`config.mk`:
```
export PLATFORM = sky130hd
export DESIGN_NAME = song_sequencer
export DESIGN_NICKNAME = d
export VERILOG_FILES = /design/src/rtl/song_pkg.sv /design/src/rtl/song_sequencer_latency_counter.sv /design/src/rtl/song_sequencer.sv
export SDC_FILE = /design/constraint.sdc
export NUM_CORES = 1
export LEC_CHECK = 0
export ABC_AREA = 1
export CORE_MARGIN = 1.5
export CORE_UTILIZATION = 35
export CTS_CLUSTER_SIZE = 24
export DETAILED_ROUTE_END_ITERATION = 10
export REMOVE_ABC_BUFFERS = 1
export SLEW_MARGIN = 20
export SYNTH_ARGS = -nofsm -noshare
export SYNTH_HDL_FRONTEND = slang
export SYNTH_HIERARCHICAL = 1
export SYNTH_SLANG_ARGS = --single-unit
```
`constraint.sdc`:
```
create_clock -name clk -period 1.7 [get_ports clk]
set_input_delay 0.34 -clock clk [delete_from_list [all_inputs] [get_ports clk]]
set_output_delay 0.34 -clock clk [all_outputs]
set_load 0.02 [all_outputs]
```
`src/rtl/song_pkg.sv`:
```
// ---------------------------------------------------------------------------
// song_pkg
// Shared definitions for the song sequencer slice: the sequencer state
// encoding, the in-band end-of-song marker, the default field widths and a
// helper that sizes the ROM latency counter.
// No ports (package).
// ---------------------------------------------------------------------------
package song_pkg;

    // Sequencer states. PAUSE is the reset state.
    typedef enum logic [2:0] {
        PAUSE     = 3'd0,
        FETCH     = 3'd1,
        ISSUE     = 3'd2,
        WAIT_DONE = 3'd3,
        ADVANCE   = 3'd4,
        DONE      = 3'd5
    } seq_state_e;

    // Default field widths and ROM read latency.
    localparam int DEF_SONG_W      = 2;
    localparam int DEF_NOTE_ADDR_W = 5;
    localparam int DEF_NOTE_W      = 6;
    localparam int DEF_DUR_W       = 6;
    localparam int DEF_ROM_LAT     = 1;

    // A ROM entry whose duration field equals this value ends the song.
    localparam int END_MARKER_DUR = 0;

    // Width needed to count from 0 up to and including 'lat'.
    function automatic int lat_cnt_w(input int lat);
        int w;
        w = $clog2(lat + 1);
        return (w < 1) ? 1 : w;
    endfunction

endpackage

```
`src/rtl/song_sequencer_latency_counter.sv`:
```
// ---------------------------------------------------------------------------
// seq_latency_counter
// Counts the cycles spent waiting for the external song ROM. The count is
// cleared by load_i, advances while en_i is high and saturates at ROM_LAT,
// where tc_o flags that rom_data now reflects the current rom_addr.
//
// Ports:
//   clk     in   system clock, rising edge
//   reset   in   asynchronous active-low clear
//   load_i  in   restart the count at zero (wins over en_i)
//   en_i    in   advance the count by one per cycle
//   tc_o    out  count has reached ROM_LAT
// ---------------------------------------------------------------------------
module seq_latency_counter
    import song_pkg::*;
#(
    parameter int ROM_LAT = DEF_ROM_LAT,
    parameter int CNT_W   = lat_cnt_w(ROM_LAT)
)
(
    input  logic clk,
    input  logic reset,
    input  logic load_i,
    input  logic en_i,
    output logic tc_o
);

    logic [CNT_W-1:0] cnt_q;
    logic [CNT_W-1:0] cnt_d;

    // Terminal count: the ROM has had ROM_LAT full cycles to answer.
    assign tc_o = (cnt_q == CNT_W'(ROM_LAT));

    // Next count: load restarts from zero, otherwise step until the terminal
    // count and then hold there so tc_o stays asserted until the next load.
    always_comb begin
        cnt_d = cnt_q;
        if (load_i) begin
            cnt_d = '0;
        end else if (en_i && !tc_o) begin
            cnt_d = cnt_q + 1'b1;
        end
    end

    // Count register with asynchronous clear.
    always_ff @(posedge clk or negedge reset) begin
        if (!reset) begin
            cnt_q <= '0;
        end else begin
            cnt_q <= cnt_d;
        end
    end

endmodule

```
`src/rtl/song_sequencer.sv`:
```
// ---------------------------------------------------------------------------
// song_sequencer
// Walks an external song ROM one entry at a time and hands each
// note/duration pair to note_player through a new_note / note_done
// handshake. A ROM entry with a zero duration ends the song early; a song
// that fills every slot ends after its last slot. Switching songs restarts
// playback from entry 0 of the new song without a song_done pulse.
//
// Optional feature (macro SONG_SEQ_LOOP_EN): adds input 'loop'. With loop=1
// the end of a song pulses song_done and restarts the same song from entry 0
// instead of holding in DONE.
//
// Ports:
//   clk        in   system clock, rising edge
//   reset      in   asynchronous active-low reset
//   play       in   level, 1 = run, 0 = pause
//   song       in   song select
//   note_done  in   single-cycle pulse: note_player finished the note
//   loop       in   (SONG_SEQ_LOOP_EN only) restart the song at its end
//   rom_addr   out  {cur_song, note_idx}, registered
//   rom_data   in   {note, duration}, valid ROM_LAT cycles after rom_addr
//   new_note   out  single-cycle pulse, note/duration valid with it
//   note       out  registered note code
//   duration   out  registered duration
//   song_done  out  registered single-cycle end-of-song pulse
//   note_idx   out  current note index
// ---------------------------------------------------------------------------
module song_sequencer
    import song_pkg::*;
#(
    parameter int SONG_W      = DEF_SONG_W,
    parameter int NOTE_ADDR_W = DEF_NOTE_ADDR_W,
    parameter int NOTE_W      = DEF_NOTE_W,
    parameter int DUR_W       = DEF_DUR_W,
    parameter int ROM_LAT     = DEF_ROM_LAT
)
(
    input  logic                          clk,
    input  logic                          reset,
    input  logic                          play,
    input  logic [SONG_W-1:0]             song,
    input  logic                          note_done,
`ifdef SONG_SEQ_LOOP_EN
    input  logic                          loop,
`endif
    output logic [SONG_W+NOTE_ADDR_W-1:0] rom_addr,
    input  logic [NOTE_W+DUR_W-1:0]       rom_data,
    output logic                          new_note,
    output logic [NOTE_W-1:0]             note,
    output logic [DUR_W-1:0]              duration,
    output logic                          song_done,
    output logic [NOTE_ADDR_W-1:0]        note_idx
);

    seq_state_e             state_q;
    seq_state_e             state_d;
    logic [SONG_W-1:0]      cur_song_q;
    logic [SONG_W-1:0]      cur_song_d;
    logic [NOTE_ADDR_W-1:0] idx_q;
    logic [NOTE_ADDR_W-1:0] idx_d;
    logic [NOTE_W-1:0]      note_q;
    logic [NOTE_W-1:0]      note_d;
    logic [DUR_W-1:0]       dur_q;
    logic [DUR_W-1:0]       dur_d;
    logic                   song_done_q;
    logic                   song_done_d;

    logic                   lat_load;
    logic                   lat_en;
    logic                   lat_tc;
    logic                   song_change;
    logic                   end_song;
    logic                   loop_req;
    logic [NOTE_W-1:0]      rom_note;
    logic [DUR_W-1:0]       rom_dur;

    assign rom_note = rom_data[NOTE_W+DUR_W-1:DUR_W];
    assign rom_dur  = rom_data[DUR_W-1:0];

`ifdef SONG_SEQ_LOOP_EN
    assign loop_req = loop;
`else
    assign loop_req = 1'b0;
`endif

    // The selected song is sampled every cycle. In PAUSE this simply tracks
    // the selector; elsewhere a difference between song and cur_song_q is
    // exactly the song-change event, and the same edge adopts the new song.
    assign cur_song_d  = song;
    assign song_change = (state_q != PAUSE) && (song != cur_song_q);

    // The ROM wait counter only runs while fetching.
    assign lat_en = (state_q == FETCH);

    seq_latency_counter #(
        .ROM_LAT (ROM_LAT)
    ) u_lat_cnt (
        .clk    (clk),
        .reset  (reset),
        .load_i (lat_load),
        .en_i   (lat_en),
        .tc_o   (lat_tc)
    );

    // Next-state logic. Priority is play=0, then a song change, then the
    // per-state behaviour (which is where note_done is consumed). Pausing
    // keeps note_idx so resume re-fetches and replays the current note.
    // An end marker leaves note/duration showing the last real note.
    always_comb begin
        state_d     = state_q;
        idx_d       = idx_q;
        note_d      = note_q;
        dur_d       = dur_q;
        song_done_d = 1'b0;
        lat_load    = 1'b0;
        end_song    = 1'b0;

        if (state_q != PAUSE && !play) begin
            state_d = PAUSE;
            if (song_change) begin
                idx_d = '0;
            end
        end else if (song_change) begin
            idx_d    = '0;
            state_d  = FETCH;
            lat_load = 1'b1;
        end else begin
            case (state_q)
                PAUSE: begin
                    if (play) begin
                        state_d  = FETCH;
                        lat_load = 1'b1;
                    end
                end
                FETCH: begin
                    if (lat_tc) begin
                        if (rom_dur == DUR_W'(END_MARKER_DUR)) begin
                            end_song = 1'b1;
                        end else begin
                            note_d  = rom_note;
                            dur_d   = rom_dur;
                            state_d = ISSUE;
                        end
                    end
                end
                ISSUE: begin
                    state_d = WAIT_DONE;
                end
                WAIT_DONE: begin
                    if (note_done) begin
                        state_d = ADVANCE;
                    end
                end
                ADVANCE: begin
                    // The last slot ends the song rather than wrapping.
                    if (idx_q == {NOTE_ADDR_W{1'b1}}) begin
                        end_song = 1'b1;
                    end else begin
                        idx_d    = idx_q + 1'b1;
                        state_d  = FETCH;
                        lat_load = 1'b1;
                    end
                end
                DONE: begin
                    idx_d = '0;
                end
                default: begin
                    state_d = PAUSE;
                end
            endcase

            // Both ways of finishing a song meet here: pulse song_done,
            // rewind, then either hold in DONE or restart when looping.
            if (end_song) begin
                song_done_d = 1'b1;
                idx_d       = '0;
                if (loop_req) begin
                    state_d  = FETCH;
                    lat_load = 1'b1;
                end else begin
                    state_d = DONE;
                end
            end
        end
    end

    // State, song, index, note fields and song_done pulse registers, all
    // cleared asynchronously so no partial pulse survives a reset.
    always_ff @(posedge clk or negedge reset) begin
        if (!reset) begin
            state_q     <= PAUSE;
            cur_song_q  <= '0;
            idx_q       <= '0;
            note_q      <= '0;
            dur_q       <= '0;
            song_done_q <= 1'b0;
        end else begin
            state_q     <= state_d;
            cur_song_q  <= cur_song_d;
            idx_q       <= idx_d;
            note_q      <= note_d;
            dur_q       <= dur_d;
            song_done_q <= song_done_d;
        end
    end

    assign rom_addr  = {cur_song_q, idx_q};
    assign new_note  = (state_q == ISSUE);
    assign note      = note_q;
    assign duration  = dur_q;
    assign song_done = song_done_q;
    assign note_idx  = idx_q;

endmodule

```
# After elaboration in Yosys (flattened, before gate mapping)
# Index checks and enable logic that the tools add are counted.
[classes]
add_sub_neg = 2
mul = 0
div = 0
order_cmp = 0
eq_ne = 15
shift = 0
n_mux = 31
bitwise_logic = 3
n_reduce_logical = 13
[op_table]
columns = ["op", "n"]
rows = [
  ["$mux 5", 5],
  ["$ne 5x5->1 const B", 5],
  ["$mux 3", 8],
  ["$pmux 3 s6", 1],
  ["$mux 1", 14],
  ["$pmux 5 s2", 1],
  ["$ne 4x4->1 const B", 2],
  ["$eq 3x2->1 const B", 2],
  ["$eq 3x3->1 const B", 2],
  ["$logic_not 6->1", 1],
  ["$reduce_and 6->1", 1],
  ["$add 5x1->5 const B", 1],
  ["$eq 5x5->1 const B", 1],
  ["$reduce_and 5->1", 1],
  ["$pmux 1 s2", 2],
  ["$reduce_bool 4->1", 1],
  ["$eq 3x1->1 const B", 1],
  ["$logic_and 1x1->1", 3],
  ["$logic_not 3->1", 1],
  ["$not 1->1", 3],
  ["$reduce_and 3->1", 1],
  ["$reduce_bool 3->1", 1],
  ["$logic_not 1->1", 2],
  ["$ne 2x2->1", 1],
  ["3 further kinds", 3],
]
[word_totals]
regBits = 24
latch_bits = 0
mem_bits_rw = 0
rom_bits = 0
inputBits = 18
out_inout_bits = 26
elab_cells = 71
mem_count = 0

# Logic depth before layout (Yosys ltp)
# Gate-level depths: netlist of run 1.
[depth]
depth_word = 9
ltp_mapped = 11
ltp_nobuf = 10

# Modules after synthesis
# Netlist of run 1, hierarchy kept.
[by_module_without_submodules]
columns = ["module", "n_inst", "cells_each", "area_per_inst_um2"]
rows = [
  ["song_sequencer", 1, 171, 1403.8],
  ["seq_latency_counter", 1, 3, 32.5],
]

# Least setup slack after synthesis of run 1
# Ideal clock, no wire load.
[synth_timing]
kind = "flip-flop to flip-flop"
startpoint = "register idx_q[0], in the netlist note_idx[0]"
endpoint = "register idx_q[0], in the netlist note_idx[0]"
arrival_time_ns = 1.578
t_required_ns = 1.582
path_slack_ns = 0.004
path_stages_with_launch = 10
synth_period_minus_slack_ns = 1.696
cell_sequence = "dfrtp_1 ha_1 nand2_1 nor2_1 ha_1 nand3_1 nand4_2 nand2_1 nand2_1 nand2_1"
[synth_between]
elab_chain_cells = 8
[synth_rtl]
columns = ["element", "line_no", "source"]
rows = [
  ["start: declaration", "song_sequencer.sv:59", "logic [NOTE_ADDR_W-1:0] idx_q;"],
  ["start signal: assignment", "song_sequencer.sv:200", "idx_q <= idx_d;"],
  ["branches (longest 8 deep; another with $add 5x1->5)", "-", ""],
]
# Several ways; the timed one is not identified. The select of a mux whose other input is x is not followed.
# A chain may end at the register's enable or synchronous reset.

# Final worst setup path of run 1
[layout_timing]
startpoint = "register cur_song_q[1]"
endpoint = "output port rom_addr[6]"
[layout_lines]
columns = ["element", "line_no", "source"]
rows = [
  ["start: declaration", "song_sequencer.sv:57", "logic [SONG_W-1:0] cur_song_q;"],
  ["start signal: assignment", "song_sequencer.sv:199", "cur_song_q <= cur_song_d;"],
  ["end: declaration", "song_sequencer.sv:46", "output logic [SONG_W+NOTE_ADDR_W-1:0] rom_addr,"],
]
# No word-level cell between the ends.

==> results.toml, run 1 <==
[timing]
slew-limit-headroom_pct = 80.1
final.period_utilization_pct = 94.1
fin_worst_hold_slack_ns = 0.422
setup-violations-final = 0
timing.fmax_ghz = 0.625
period_needed_ns = 1.60
final.setup_skew_ns = 0.00582
worstMarginPinSlew_ns = 0.298
maxSlewViolCount = 0
setup_tns_ns = 0
hold_viol_final = 0

[power]
maximum_vdd_drop_mv = 0.664
total_leakage_power_nw = 1.10
pwr_density_cell_nw_per_um2 = 1590
totalPowerFinal_mw = 3.30

[floorplanning]
die_area_sq_um = 4500
design.core.area_sq_um = 3970
fp.dieH_microns = 67.1
die_width_microns = 67.1
number_of_top_level_pins = 44
fp-row-count = 23
initial_core_util_pct = 36.2

[drt]
vias_per_cell = 4.41
dr_total_vias = 1227
postRouteAntennaNets = 0
route.detailed.drc = 0
detailedRoute.firstIterationViolations = 72
wl_mm = 2.99
routed_wire_per_std_cell_microns = 10.8
detail_route.first_pass.iterations = 4

[global_route]
vias_in_the_first_global_route = 1116
number_of_antenna_violations_at_the_first_check_in_global_routing = 0
globalRouteOverflowTotal = 0
groute.usage.overall_pct = 14.3
grt_max_degree = 25
grt_first_pass_wirelength_mm = 4.87

[clock_network]
cts-root-buf = "clkbuf_8"
tritoncts = "yes"
cts.reportedPaths.clkPinSlew_ns = 0.09
numCtsBuffers = 3
clock_sink_count = 24
h-tree-depth = 1
worst_skew_pair.late_latency_ns = 0.27
cts_hold_buf = 0
clock_path_buffers = 2
post_cts.repair.setup_buffers = 0

[worst_setup_path]
cpPeakStageDelay_ns = 0.62
cp_num_buf_inv = 1
worstPathMaxFanout = 3
crit_path_cell_trace = "clkdlybuf4s50_1"
worstReg2RegStart = "note_idx[0]"
startpoint_type = "register"
cpMaxStageDelayCell = "clkdlybuf4s50_1"
critPathKind = "register to output pin"
required_time_of_the_critical_path_ns = 1.36
worst_setup_path_startpoint = "cur_song_q[1]"
cp_endpoint_kind = "output pin"
setup.worst_path.end = "rom_addr[6]"
r2r.worst_path.cells = 10
critical_path_arrival_ns = 1.26
crit_family = "buffers and inverters"
r2r-end = "state_q[0]"
path_depth = 1
worst-r2r-setup-slack_ns = 0.14

[synth]
ys_top_cells_by_count = "nand2_1, inv_1, dfrtp_1, nor2_1, o21ai_2"
synth_enable_flop_cells = 0
yosys.cell_count.top_type = "nand2_1"
synth_cell_types = 25
synth_largest_type_area_fraction_pct = 41.8
synth.yosys.seq_area_share_pct = 41.8
synth_cells = 174
synth-seq-cells = 24
synthFlopType = "dfrtp_1"
yosysWarnings = 6
average_instance_area_after_synthesis_sq_um = 8.26
netlist_area_sq_um = 1440
postSynth.asyncResetShare_pct = 100
synth.largest_area_cell = "dfrtp_1"
yosys-top-cells-area = "dfrtp_1, nand2_1, o21ai_2"

[placed_design]
hpwl_detailed_mm = 2.30
placed_area_sq_um = 1980
routabilityCongestion = 0.770
io_buffers = 43

[final_layout]
fillCellCount = 395
final_core_occ_pct = 52.0
layout-drive-gt1-share_pct = 22.8
nNetsFinal = 249
design_area_sq_um = 2070
diodes_inserted = 0
syn_to_final_growth_pct = 43.9

[hold_path]
hold_class = "input port to asynchronous set/reset pin"

[run_status]
outcome = "complete, no violations"

[job]
drv_cap = 0
-- state kept, by name (all words and copies together) (netlist names) --
name,flops
duration,6
u_lat_cnt/tc_o,1
song_done,1
note,6
cur_song_q,2
note_idx,5
state_q,3
-- timing repair --
item / 4_1_cts / 5_1_grt
resized for setup: 9 / 6
setup endpoints to repair: 9 / 9
pin swaps: 0 / 1
-- layout make-up --
type | count | area (sq um) | area share (%)
Multi-Input combinational cell | 112 | 666 | 32.2
Sequential cell | 24 | 601 | 29.1
Timing Repair Buffer | 59 | 557 | 26.9
Inverter | 29 | 110 | 5.33
Tap cell | 50 | 62.6 | 3.03
Clock buffer | 3 | 41.3 | 2.00
Clock inverter | 1 | 30.0 | 1.45
-- cells in the final DEF, fill, tap and decap left out, types with 3 or more instances in the layout --
master	synthesis	layout
buf_4	6	15
clkbuf_8	0	3
clkdlybuf4s50_1	0	32
dfrtp_1	24	24
dlygate4sd2_1	0	9
inv_1	27	27
nand2_1	47	46
nand2_4	5	5
nand3_1	7	6
nand4_1	7	7
nor2_1	15	15
nor2_4	3	3
o21ai_2	12	12
-- cell families (layout without fill, tap and decap cells) --
| logic type | Yosys count | in the layout | share of synthesized area, % |
|---|---|---|---|
| flip-flops | 24 | 24 | 41.8 |
| buffers and inverters | 38 | 92 | 13.2 |
| AO/OA/AOI/OAI | 19 | 19 | 11.8 |
| adder cells (fa/ha/maj) | 2 | 2 | 1.74 |
| AND/OR/NAND/NOR | 91 | 91 | 31.5 |
-- worst register-to-register path, stage by stage (launching register included) --
cell and delay, ns:
dfrtp_1 0.40, ha_2 0.19, nand2_1 0.08, nor2_1 0.05
ha_1 0.20, nand3_2 0.13, nand2_4 0.10, nor2_4 0.11
nand2_1 0.07, nand3_1 0.07, nand2_1 0.06
-- power by group --
group	switching (mW)	total, mW	leakage [nW]	internal, mW
sequential	0.0913	0.858	0.308	0.767
combinational	1.08	1.93	0.753	0.852
clock	0.188	0.503	0.0357	0.315
total	1.36	3.30	1.10	1.93
-- per-layer routing --
metal | vias up | share of wire, % | global-route usage [%]
li1 | 647 | - | -
met1 | 540 | 48 | 19.0
met2 | 35 | 44 | 22.9
met3 | 5 | 6.0 | 3.04
met4 | 0 | 1.3 | 4.59
met5 | - | 0 | 0
-- metrics by stage --
| stage | instances | setup WS (ns) |
|---|---|---|
| floorplan | 165 | -0.141 |
| global placement | 274 | -0.0494 |
| detailed placement | 274 | -0.0955 |
| CTS | 278 | 0.00223 |
| global route | 278 | -0.000154 |
| finish | 278 | 0.100 |
-- worst min-delay path by stage --
stage	startpoint	endpoint	slack, ns	cells past startpoint
after floorplan	reset	cur_song_q[0]	0.04	0
after global placement	note[0]	note[0]	0.46	2
after detailed placement	note[1]	note[1]	0.47	2
after CTS	reset	duration[1]	0.43	2
after global routing	reset	note_idx[1]	0.45	2
final	reset	duration[1]	0.42	2
No activity file was read; power rests on OpenSTA's default activity.
==> run 2: changes to the inputs <==
--- a/config.mk
+++ b/config.mk
@@ -6,7 +6,7 @@
 export NUM_CORES = 1
 export LEC_CHECK = 0
 export ABC_AREA = 1
-export CORE_MARGIN = 1.5
+export CORE_MARGIN = 8
 export CORE_UTILIZATION = 35
 export CTS_CLUSTER_SIZE = 24
 export DETAILED_ROUTE_END_ITERATION = 10
==> run 2 against run 1 <==
Compared with the run above:
- clock power shrank 36%
- utilization shrank 0.79 points
- global-route usage shrank 4.4 points
- sequential power grew 0.8%
- combinational power is essentially flat
- first-iteration DRC count shrank 44%
- clock skew shrank 0.0020 ns
- non-clock buffer count is the same
- total power shrank 4.9%
==> results.toml, run 2 (same netlist as run 1, synthesis figures left out) <==
[run_status]
outcome = "complete, no violations"

[worst_setup_path]
critPathKind = "register to output pin"
r2r.worst_path.cells = 9
worst-r2r-setup-slack_ns = 0.13
cp_endpoint_kind = "output pin"
critical_path_arrival_ns = 1.29
crit_family = "buffers and inverters"
startpoint_type = "register"
crit_path_cell_trace = "clkdlybuf4s50_1"
cp_num_buf_inv = 1
required_time_of_the_critical_path_ns = 1.36
cpMaxStageDelayCell = "clkdlybuf4s50_1"
worstReg2RegStart = "note_idx[0]"
cpPeakStageDelay_ns = 0.63
worstPathMaxFanout = 4
r2r-end = "note_idx[0]"

[power]
total_leakage_power_nw = 1.06
pwr_density_cell_nw_per_um2 = 1540
maximum_vdd_drop_mv = 0.548

[timing]
fin_worst_hold_slack_ns = 0.441
slew-limit-headroom_pct = 80.0
final.period_utilization_pct = 95.8
setup-violations-final = 0
final.setup_skew_ns = 0.00383
timing.fmax_ghz = 0.614
rsz0062_at_grt = "false"
worstMarginPinSlew_ns = 0.300
hold_viol_final = 0
setup_tns_ns = 0
maxSlewViolCount = 0
period_needed_ns = 1.63

[clock_network]
clock_sink_count = 24
clock_path_buffers = 2
h-tree-depth = 1
tritoncts = "yes"
cts.reportedPaths.clkPinSlew_ns = 0.08
numCtsBuffers = 3
cts-root-buf = "clkbuf_8"
worst_skew_pair.late_latency_ns = 0.26

[final_layout]
commonest_non_fill_non_tap_cell_in_the_layout = "nand2_1"
layout.area.seq_sq_um = 601
multiInputGateArea_sq_um = 659
syn_to_final_growth_pct = 41.7
fillCellCount = 399
layout-drive-gt1-share_pct = 22.0
diodes_inserted = 0
nNetsFinal = 249
layout_common_cells = "nand2_1, clkdlybuf4s50_1, inv_1"

[global_route]
vias_in_the_first_global_route = 1159
grt_first_pass_wirelength_mm = 5.15
grt_max_degree = 25
globalRouteOverflowTotal = 0
groute.usage.overall_pct = 9.87
number_of_antenna_violations_at_the_first_check_in_global_routing = 0

[floorplanning]
initial_core_util_pct = 36.2
die_width_microns = 80.1
fp.dieH_microns = 80.1
die_area_sq_um = 6410
fp-row-count = 23
number_of_top_level_pins = 44
design.core.area_sq_um = 3970

[job]
drv_cap = 0

[drt]
postRouteAntennaNets = 0
wl_mm = 3.14
vias_per_cell = 4.38
dr_total_vias = 1214
detail_route.first_pass.iterations = 4
detailedRoute.firstIterationViolations = 40
routed_wire_per_std_cell_microns = 11.3
route.detailed.drc = 0

[placed_design]
routabilityCongestion = 0.747
hpwl_detailed_mm = 2.54
io_buffers = 43

[hold_path]
hold_class = "input port to asynchronous set/reset pin"
==> run 2: changes by cell type in the layout (fill, tap and decap cells not counted), sizes merged <==
cell           change
bufinv             -1
clkdlybuf4s50      +4
dlygate4sd2        -4
==> run 2: area by class of cell <==
class | instances | area share, %
Clock buffer | 3 | 2.03
Inverter | 29 | 5.41
Multi-Input combinational cell | 112 | 32.4
Sequential cell | 24 | 29.5
Tap cell | 50 | 3.07
Timing Repair Buffer | 59 | 27.6
==> run 2: metrics by stage <==
stage / instances / setup WS, ns / instance area [sq um] / util, % / total power, mW
after floorplan: 165 / -0.141 / 1360 / - / 2.03
after detailed placement: 274 / -0.109 / 1980 / 49.9 / 2.85
after CTS: 277 / 0.000866 / 2020 / 50.8 / 3.17
after global routing: 277 / 0.0103 / 2040 / 51.3 / 3.38
final: 277 / 0.0720 / 2040 / 51.3 / 3.14
after global placement: 274 / -0.0594 / 1980 / 49.9 / 2.84
==> run 2: how the worst max path moves through the flow <==
stage | slack (ns) | end | cells after the start | startpoint
final | 0.07 | note_idx[2] | 1 | note_idx[2]
after global routing | 0.01 | note_idx[4] | 1 | note_idx[4]
after CTS | 0.0009 | note_idx[1] | 2 | note_idx[1]
after detailed placement | -0.11 | note_idx[0] | 9 | rom_data[3]
after global placement | -0.06 | note_idx[2] | 9 | rom_data[3]
after floorplan | -0.14 | note_idx[0] | 9 | note_idx[0]
==> run 2: where the power goes <==
group	internal, mW	switching (mW)	total (mW)
Clock	0.158	0.164	0.322
Combinational	0.867	1.08	1.95
Sequential	0.768	0.0973	0.865
==> run 2: what timing repair did <==
| item | in CTS | in global routing |
|---|---|---|
| setup buffers | 0 | 0 |
| endpoints found under the setup margin | 6 | 9 |
| hold buffers | 0 | 0 |
| gates resized for setup | 5 | 5 |
| gates cloned | 0 | 0 |
==> run 2: per-layer routing <==
metal / GRT usage [%] / wire length [microns]
met1: 12.6 / 1470
met2: 15.6 / 1390
met3: 2.46 / 235
met4: 3.82 / 45
met5: 0 / 0
